==> src/rtl/acl_hdr_pkg.sv <==
// Shared types and constants for the RX header parser and the ACL lookup stage it feeds.
package acl_hdr_pkg;

  localparam logic [15:0] ETH_TYPE_IPV4 = 16'h0800;
  localparam logic [7:0]  IP_PROTO_TCP  = 8'd6;
  localparam logic [7:0]  IP_PROTO_UDP  = 8'd17;
  localparam int unsigned HDR_WORDS_DEF = 10;

  typedef struct packed {
    logic [47:0] dst_mac;
    logic [47:0] src_mac;
    logic [15:0] ethertype;
    logic [7:0]  proto;
    logic [31:0] src_ip;
    logic [31:0] dst_ip;
    logic [15:0] sport;
    logic [15:0] dport;
    logic        supported;
  } acl_hdr_t;

  typedef enum logic [2:0] {
    StIdle,
    StRead,
    StDrain,
    StPresent,
    StWaitDone
  } parser_state_t;

  // Only option-less IPv4 carrying TCP or UDP has trustworthy L3/L4 field offsets.
  function automatic logic is_supported(input logic [15:0] ethertype,
                                        input logic [3:0]  version,
                                        input logic [3:0]  ihl,
                                        input logic [7:0]  proto);
    return (ethertype == ETH_TYPE_IPV4) && (version == 4'd4) && (ihl == 4'd5) &&
           ((proto == IP_PROTO_TCP) || (proto == IP_PROTO_UDP));
  endfunction

endpackage

==> src/rtl/hdr_word_capture.sv <==
// Aligns FIFO read data with the delayed pop strobe and slices header words into record fields.
module hdr_word_capture
  import acl_hdr_pkg::*;
#(
  parameter int unsigned DATA_W     = 32,
  parameter int unsigned HDR_WORDS  = HDR_WORDS_DEF,
  parameter int unsigned RD_LATENCY = 1
) (
  input  logic              clk_i,
  input  logic              rst_ni,
  input  logic              clear_i,
  input  logic              rd_valid_i,
  input  logic [DATA_W-1:0] fifo_data_i,
  output acl_hdr_t          raw_hdr_o,
  output logic [3:0]        version_o,
  output logic [3:0]        ihl_o
);

  localparam int unsigned IdxW = $clog2(HDR_WORDS);

  logic [RD_LATENCY-1:0] strobe_q;
  logic [IdxW-1:0]       idx_q;
  logic                  cap;

  assign cap = strobe_q[RD_LATENCY-1];

  always_ff @(posedge clk_i) begin
    if (!rst_ni) begin
      strobe_q  <= '0;
      idx_q     <= '0;
      raw_hdr_o <= '0;
      version_o <= '0;
      ihl_o     <= '0;
    end else if (clear_i) begin
      strobe_q <= '0;
      idx_q    <= '0;
    end else begin
      strobe_q[0] <= rd_valid_i;
      for (int i = 1; i < int'(RD_LATENCY); i++) strobe_q[i] <= strobe_q[i-1];
      if (cap && (int'(idx_q) < int'(HDR_WORDS))) begin
        idx_q <= idx_q + IdxW'(1);
        case (int'(idx_q))
          0: raw_hdr_o.dst_mac[47:16] <= fifo_data_i[31:0];
          1: begin
            raw_hdr_o.dst_mac[15:0]  <= fifo_data_i[31:16];
            raw_hdr_o.src_mac[47:32] <= fifo_data_i[15:0];
          end
          2: raw_hdr_o.src_mac[31:0] <= fifo_data_i[31:0];
          3: begin
            raw_hdr_o.ethertype <= fifo_data_i[31:16];
            version_o           <= fifo_data_i[15:12];
            ihl_o               <= fifo_data_i[11:8];
          end
          5: raw_hdr_o.proto <= fifo_data_i[7:0];
          6: raw_hdr_o.src_ip[31:16] <= fifo_data_i[15:0];
          7: begin
            raw_hdr_o.src_ip[15:0]  <= fifo_data_i[31:16];
            raw_hdr_o.dst_ip[31:16] <= fifo_data_i[15:0];
          end
          8: begin
            raw_hdr_o.dst_ip[15:0] <= fifo_data_i[31:16];
            raw_hdr_o.sport        <= fifo_data_i[15:0];
          end
          9: raw_hdr_o.dport <= fifo_data_i[31:16];
          default: ;
        endcase
      end
    end
  end

endmodule

==> src/rtl/eth_hdr_parser.sv <==
// Pops one L2/L3/L4 header per frame from the RX FIFO and presents it as an ACL record.
module eth_hdr_parser
  import acl_hdr_pkg::*;
#(
  parameter int unsigned DATA_W     = 32,
  parameter int unsigned CNT_W      = 9,
  parameter int unsigned HDR_WORDS  = HDR_WORDS_DEF,
  parameter int unsigned RD_LATENCY = 1
) (
  input  logic              clk,
  input  logic              rst,
  input  logic [DATA_W-1:0] i_fifo_data,
  input  logic [CNT_W-1:0]  i_fifo_wr_cnt,
  output logic              o_rd_valid,
  input  logic              i_frame_done,
  input  logic              i_flush,
  output logic              o_hdr_valid,
  input  logic              i_hdr_ready,
  output acl_hdr_t          o_hdr,
  output logic              o_busy
);

  localparam int unsigned IssueW = $clog2(HDR_WORDS);
  localparam int unsigned DrainW = $clog2(RD_LATENCY + 1);

  parser_state_t     state_q;
  logic [IssueW-1:0] issue_q;
  logic [DrainW-1:0] drain_q;
  acl_hdr_t          raw_hdr;
  acl_hdr_t          hdr_next;
  logic [3:0]        version;
  logic [3:0]        ihl;
  logic              cap_clear;

  // Idle clears the capture index so every frame starts at word 0; flush drops in-flight words.
  assign cap_clear = i_flush || (state_q == StIdle);
  assign o_busy    = (state_q != StIdle);

  hdr_word_capture #(
    .DATA_W    (DATA_W),
    .HDR_WORDS (HDR_WORDS),
    .RD_LATENCY(RD_LATENCY)
  ) u_capture (
    .clk_i      (clk),
    .rst_ni     (rst),
    .clear_i    (cap_clear),
    .rd_valid_i (o_rd_valid),
    .fifo_data_i(i_fifo_data),
    .raw_hdr_o  (raw_hdr),
    .version_o  (version),
    .ihl_o      (ihl)
  );

  always_comb begin
    hdr_next           = raw_hdr;
    hdr_next.supported = is_supported(raw_hdr.ethertype, version, ihl, raw_hdr.proto);
    if (!hdr_next.supported) begin
      hdr_next.src_ip = '0;
      hdr_next.dst_ip = '0;
      hdr_next.sport  = '0;
      hdr_next.dport  = '0;
    end
  end

  always_ff @(posedge clk) begin
    if (!rst) begin
      state_q     <= StIdle;
      issue_q     <= '0;
      drain_q     <= '0;
      o_rd_valid  <= 1'b0;
      o_hdr_valid <= 1'b0;
      o_hdr       <= '0;
    end else if (i_flush) begin
      state_q     <= StIdle;
      issue_q     <= '0;
      drain_q     <= '0;
      o_rd_valid  <= 1'b0;
      o_hdr_valid <= 1'b0;
    end else begin
      unique case (state_q)
        StIdle: begin
          if (i_fifo_wr_cnt >= CNT_W'(HDR_WORDS)) begin
            state_q    <= StRead;
            o_rd_valid <= 1'b1;
            issue_q    <= '0;
          end
        end
        StRead: begin
          if (issue_q == IssueW'(HDR_WORDS - 1)) begin
            state_q    <= StDrain;
            o_rd_valid <= 1'b0;
            drain_q    <= '0;
          end else begin
            issue_q <= issue_q + IssueW'(1);
          end
        end
        StDrain: begin
          // Last word lands RD_LATENCY cycles after its pop; load the record one cycle later.
          if (drain_q == DrainW'(RD_LATENCY)) begin
            state_q     <= StPresent;
            o_hdr_valid <= 1'b1;
            o_hdr       <= hdr_next;
          end else begin
            drain_q <= drain_q + DrainW'(1);
          end
        end
        StPresent: begin
          if (i_hdr_ready) begin
            state_q     <= StWaitDone;
            o_hdr_valid <= 1'b0;
          end
        end
        StWaitDone: begin
          if (i_frame_done) state_q <= StIdle;
        end
        default: state_q <= StIdle;
      endcase
    end
  end

endmodule
==> config.mk <==
export PLATFORM = sky130hd
export DESIGN_NAME = eth_hdr_parser
export DESIGN_NICKNAME = d
export VERILOG_FILES = /design/src/rtl/acl_hdr_pkg.sv /design/src/rtl/hdr_word_capture.sv /design/src/rtl/eth_hdr_parser.sv
export SDC_FILE = /design/constraint.sdc
export NUM_CORES = 1
export LEC_CHECK = 0
export BUFFER_PORTS_ARGS = -buffer_cell sky130_fd_sc_hd__buf_2
export CAP_MARGIN = 5
export CORE_UTILIZATION = 55
export DETAILED_ROUTE_END_ITERATION = 6
export PLACE_DENSITY = 0.78
export SLEW_MARGIN = 20
export SYNTH_ARGS = -nofsm -noshare
export SYNTH_HDL_FRONTEND = slang
export SYNTH_HIERARCHICAL = 1
export SYNTH_SLANG_ARGS = --single-unit
==> constraint.sdc <==
create_clock -name clk -period 5.6 [get_ports clk]
set_input_delay 1.4 -clock clk [delete_from_list [all_inputs] [get_ports clk]]
set_output_delay 1.4 -clock clk [all_outputs]
set_load 0.02 [all_outputs]
==> results of run 1 <==
-- stage by stage --
step	hold WS [ps]	worst slack (ps)	cell area, sq um	instances	util (%)
detailed placement	444	1910	17400	2169	60.7
floorplan	432	2950	16000	1623	-
global placement	437	1950	17400	2169	60.7
CTS	440	2450	19000	2248	66.2
global route	452	2290	19000	2248	66.2
finish	443	2460	19000	2248	66.2
-- power groups by stage --
stage | logic [W] | registers, W | clock network (W)
floorplan | 0.0000852 | 0.00332 | 0
global placement | 0.000151 | 0.00332 | 0
detailed placement | 0.000152 | 0.00332 | 0
CTS | 0.000152 | 0.00325 | 0.00319
global route | 0.000162 | 0.00325 | 0.00333
finish | 0.000153 | 0.00325 | 0.00315
-- final timing paths --
check / startpoint / end / slack (ps) / cells after the start
min: u_capture/raw_hdr_o[205]$_SDFFE_PN0P_ / o_hdr[205]$_SDFFE_PN0P_ / 440 / 2
min reg2reg: u_capture/raw_hdr_o[205]$_SDFFE_PN0P_ / o_hdr[205]$_SDFFE_PN0P_ / 440 / 2
max reg2reg: state_q[0]$_SDFFE_PP0P_ / u_capture/raw_hdr_o[188]$_SDFFE_PN0P_ / 2600 / 6
max: rst / o_hdr[7]$_SDFFE_PN0P_ / 2460 / 5
-- layout make-up --
| type | instances | area (sq um) |
|---|---|---|
| clock buffer | 64 | 1340 |
| clock inverter | 15 | 238 |
| fill | 2297 | 9700 |
| inverter | 8 | 32.5 |
| multi-input combinational | 1044 | 6350 |
| sequential | 456 | 9130 |
| tap | 384 | 480 |
| timing repair buffer | 277 | 1440 |
-- flip-flops by register name, summed over array words and instances (netlist names) --
register,cells
o_hdr,217
u_capture/raw_hdr_o,216
issue_q,4
u_capture/idx_q,4
u_capture/ihl_o,4
u_capture/version_o,4
state_q,3
drain_q,1
o_hdr_valid,1
o_rd_valid,1
u_capture/cap,1
-- cells in the final DEF (no fill, tap or decap), types with 4 or more instances in the layout --
cell       instances
inv_1              7
nor2b_1            4
a21oi_1          126
nor4_1             4
clkbuf_1           5
a22o_1            96
clkbuf_8          15
a31oi_1            5
nor4b_1            5
ha_1               6
buf_2            263
nor2_1            10
clkbuf_16         45
dfxtp_1          456
nand2_1          508
bufinv_16          6
o21ai_0            6
buf_4             12
clkinv_2           5
mux2i_1          224
-- worst min-delay path, stage by stage, from the launching register on --
cell	delay [ps]
dfxtp_1	310
nand2_1	50
a21oi_1	50
-- metal layers --
metal	track usage (%)	part of all wire, %	vias up
met1	35.3	44	5927
li1	-	-	5910
met4	10.8	3.4	0
met2	42.1	47	417
met5	0	0	-
met3	4.66	6.2	85
==> run metrics, run 1 <==
clk_lat worst skew=530 ps; total power=0.00655 W; Initial Util=55.9%; crit-path max FO=76; Final TNS setup=0 ps; Reg power frac=49.6%; final setup vio count=0; Critical path buffers and inverters=3; vias in the first global route=11,663; I/O Pins=266; synth-to-layout area growth=18.5%; yosys warns=6; worst min path class=reg -> reg; Setup crit end kind=flip-flop; PD cells=345 nW/um^2; critical path's top delay family=buffers and inverters; unrepaired setup endpoints after global routing=no; VDD IR-drop max=0.289 mV; core area=28,700 sq um; DR vias=12,339; first-pass GRT wire length=62,900 microns; syn_area_per_cell=9.89 sq um; clock-pin slew on the worst setup and hold paths=60 ps; Tot GR Track Use=26.3%; die width=173 microns; Overflow after GRT=0; Slew HR=26.0%; Crit Path Class=in -> reg; Slew Viols, Final=0; CTS tree=built; Leak=8.44 nW; Clock Root Buffer=clkbuf_16; post-CTS setup buffers=0; maxcap violations=0; gate count after technology mapping=1,623; critical path required time=6070 ps; Worst Max-Slew Pin Slew=1110 ps; final wirelength=40,600 microns; Switching Fraction=20.5%; maximum root-to-sink buffer count=3; crit path DAT=3610 ps; Synth Cell Area=16,000 sq um; pin count of the biggest net entering global routing=149; slowest stage cell, crit path=buf_4; Critical Path Start Type=input port; # diodes=0; crit-path cells=clkbuf_8, inv_4, nor2_4, buf_4, a22o_1; final-stage net count=1,883; ANT nets after route=0; WL/cell=18.1 microns; First DRT Iteration DRCs=838; status=finished, final reports clean; drt via density=5.49; combinational power share=2.3%; Worst Skew=13.4 ps; Worst path max stage delay=690 ps; post-CTS resize count=0; clock group share of total power=48.1%; Hold Fails Final Rpt=0; Post-DP HPWL=25,900 microns; Clock Sinks=456; post-synthesis net count=1,675; total internal power=0.00521 W; # hold bufs at CTS=0; die span in y=173 microns; H-tree depth=2; Num CTS Buffers=44; Pre-antenna DRT Iters=4; die area=29,900 sq um; initial antenna violation count=0; crit path time final=3140 ps; Max Clk Rate=0.318 GHz; num rows=62; Final Cycle Share=56.1%; P_sw=0.00134 W; share of layout cells above drive strength 1=19.8%; Post-route DRC=0; PortBufs=264; GPL Wtd Cong=0.871
(Power assumes the default switching activity.)
==> run 2: changes to the inputs <==
--- a/config.mk
+++ b/config.mk
@@ -5,6 +5,7 @@
 export SDC_FILE = /design/constraint.sdc
 export NUM_CORES = 1
 export LEC_CHECK = 0
+export ABC_AREA = 1
 export BUFFER_PORTS_ARGS = -buffer_cell sky130_fd_sc_hd__buf_2
 export CAP_MARGIN = 5
 export CORE_UTILIZATION = 55
==> constraint.sdc (replaced) <==
create_clock -name clk -period 3 [get_ports clk]
set_input_delay 0.75 -clock clk [delete_from_list [all_inputs] [get_ports clk]]
set_output_delay 0.75 -clock clk [all_outputs]
set_load 0.02 [all_outputs]
==> run 2 against run 1 <==
The flow now finishes with violations (design-rule violations). Critical path depth increased by 6. Combinational power increased to 3.4 times the previous value. Total power increased by 92%. Setup slack got worse by 2000 ps. Final cell count increased by 29%. Synthesized area increased by 8.0%. Count of clock-buffer cells in the layout unchanged. Die area increased by 7.9%. Global-route usage increased by 4.0 points. Wire length increased by 24%. Critical path type is now reg -> reg.
==> run metrics, run 2 <==
Final TNS setup=0 ps (unchanged); First DRT Iteration DRCs=1,819 (+120%); FF-to-FF path depth=11 (+5); Clock Root Buffer=clkbuf_16; worst min path class=reg -> reg; min-delay src=o_hdr[0]$_SDFFE_PN0P_; WL/cell=17.3 microns (-4.5%); Initial Util=56.2% (+0.30 points); Setup crit end kind=flip-flop; initial antenna violation count=6 (+6); die span in y=179 microns (+3.9%); sequential cell area=9130 sq um (unchanged); status=finished with violations; Overflow after GRT=0 (unchanged); leading cell type in the layout, fill and taps excluded=nor2_1; Max Clk Rate=0.401 GHz; FF-to-FF setup slack=510 ps (-2090 ps); die width=179 microns (+3.9%); vias in the first global route=14,479 (+24%); Num CTS Buffers=45 (+2.3%); final-stage net count=2,527 (+34%); Leak=8.40 nW (-0.40%); yosys warns=6 (unchanged); Pre-antenna DRT Iters=7 (+3); ANT nets after route=0 (unchanged); Hold Path End=o_hdr[0]$_SDFFE_PN0P_; Slew Viols, Final=0 (unchanged); area occupied by multi-input gates=7100 sq um (+12%); Fillers=2,637 (+15%); drt via density=5.54 (+0.95%); post-CTS resize count=0 (unchanged); maximum root-to-sink buffer count=3 (unchanged); core area=30,800 sq um (+7.4%); critical path required time=3490 ps (-2580 ps); final wirelength=50,200 microns (+24%); VDD IR-drop max=0.543 mV (+88%); Synth Cell Area=17,300 sq um (+8.0%); synth-to-layout area growth=17.0%; Slew HR=53.0% (+27 points); share of layout cells above drive strength 1=15.9% (-3.9 points); maxcap violations=0 (unchanged); unrepaired setup endpoints after global routing=no; die area=32,200 sq um (+7.9%); Tot GR Track Use=30.3% (+4.0 points); DR vias=16,114 (+31%); area post-placement=18,700 sq um (+7.1%); post-synthesis net count=2,361 (+41%); first-pass GRT wire length=78,400 microns (+25%); syn_area_per_cell=7.50 sq um (-24%); Crit Path Class=reg -> reg; H-tree depth=2 (unchanged); PD cells=620 nW/um^2 (+80%); Post-route DRC=28 (+28); clk_lat worst skew=550 ps (+20 ps); # hold bufs at CTS=0 (unchanged); Hold Fails Final Rpt=0 (unchanged); final setup vio count=0 (unchanged); Finished Cell Area=20,300 sq um (+6.7%); CTS tree=built; pin count of the biggest net entering global routing=131 (-12%); PortBufs=264 (unchanged); most frequent cells in the layout=nor2_1, dfxtp_1, nand2_1; hold path depth=2 (unchanged); Clock Sinks=456 (unchanged); reg2reg start=state_q[0]$_SDFFE_PP0P_; Critical Path Start Type=flip-flop; Final Cycle Share=83.1%; reg2reg end=u_capture/raw_hdr_o[46]$_SDFFE_PN0P_; crit path DAT=2980 ps (-630 ps); Post-DP HPWL=33,100 microns (+28%); GPL Wtd Cong=0.912 (+4.7%); Worst Skew=20.3 ps (+6.94 ps); Biggest register=o_hdr; I/O Pins=266 (unchanged); Worst Max-Slew Pin Slew=704 ps (-405 ps); num rows=64 (+3.2%); max reg flops=217 (unchanged); crit-path max FO=33 (-57%); gate count after technology mapping=2,309 (+42%); post-CTS setup buffers=0 (unchanged); Largest regs=o_hdr x217, u_capture/raw_hdr_o x216; clock-pin slew on the worst setup and hold paths=60 ps (about the same); crit path time final=2490 ps; failing checks=design-rule violations
run 2: critical path: stages (launching register included):
cell,delay [ps]
dfxtp_1,380
inv_2,80
nand2_1,100
nor2_1,100
or2_2,350
inv_2,160
nand2_1,70
nor2_1,170
nand2_4,220
inv_2,530
nor2_1,110
nor2_1,140
run 2: worst max-delay path by stage:
stage                            start                              endpoint  slack [ps]  cells past startpoint
2_1_floorplan                  i_flush  u_capture/raw_hdr_o[18]$_SDFFE_PN0P_         970                      9
3_3_place_gp                   i_flush  u_capture/raw_hdr_o[32]$_SDFFE_PN0P_         420                      9
3_5_place_dp                   i_flush  u_capture/raw_hdr_o[22]$_SDFFE_PN0P_         370                      9
4_1_cts        state_q[0]$_SDFFE_PP0P_  u_capture/raw_hdr_o[40]$_SDFFE_PN0P_         600                     11
5_1_grt        state_q[0]$_SDFFE_PP0P_  u_capture/raw_hdr_o[28]$_SDFFE_PN0P_         360                     11
6_report       state_q[0]$_SDFFE_PP0P_  u_capture/raw_hdr_o[46]$_SDFFE_PN0P_         510                     11
run 2: cell type report:
type	count	area share, %
well taps	396	2.44
repair buffers	296	8.30
clock inverters	16	1.18
inverters	71	1.32
diodes	4	0.0494
flip-flops and latches	456	45.0
multi-input cells	1605	35.0
clock buffers	64	6.66
run 2: routing by layer:
layer  GRT usage, %  up-vias  wire length [microns]
met2           46.3      756                  21800
met5              0        -                     27
met1           40.5     7360                  20800
met4           14.9        4                   2580
li1               -     7836                      -
met3           6.95      158                   4980
run 2: stage by stage:
step / worst slack [ps] / utilization, % / instances / hold slack, ps / total power (W)
6_report: 506 / 65.8 / 2908 / 461 / 0.0126
5_1_grt: 364 / 65.8 / 2908 / 479 / 0.0129
4_1_cts: 600 / 65.7 / 2904 / 461 / 0.0126
3_5_place_dp: 368 / 60.6 / 2824 / 452 / 0.00670
3_3_place_gp: 418 / 60.6 / 2824 / 451 / 0.00669
2_1_floorplan: 974 / - / 2309 / 444 / 0.00650
run 2: report_power, final:
| part | leakage, nW | total, W | switching [W] | internal (W) |
|---|---|---|---|---|
| combinational | 3.94 | 0.000516 | 0.000393 | 0.000124 |
| sequential | 3.67 | 0.00607 | 0.00000808 | 0.00606 |
| clock | 0.787 | 0.00599 | 0.00234 | 0.00365 |
| total | 8.40 | 0.0126 | 0.00275 | 0.00983 |
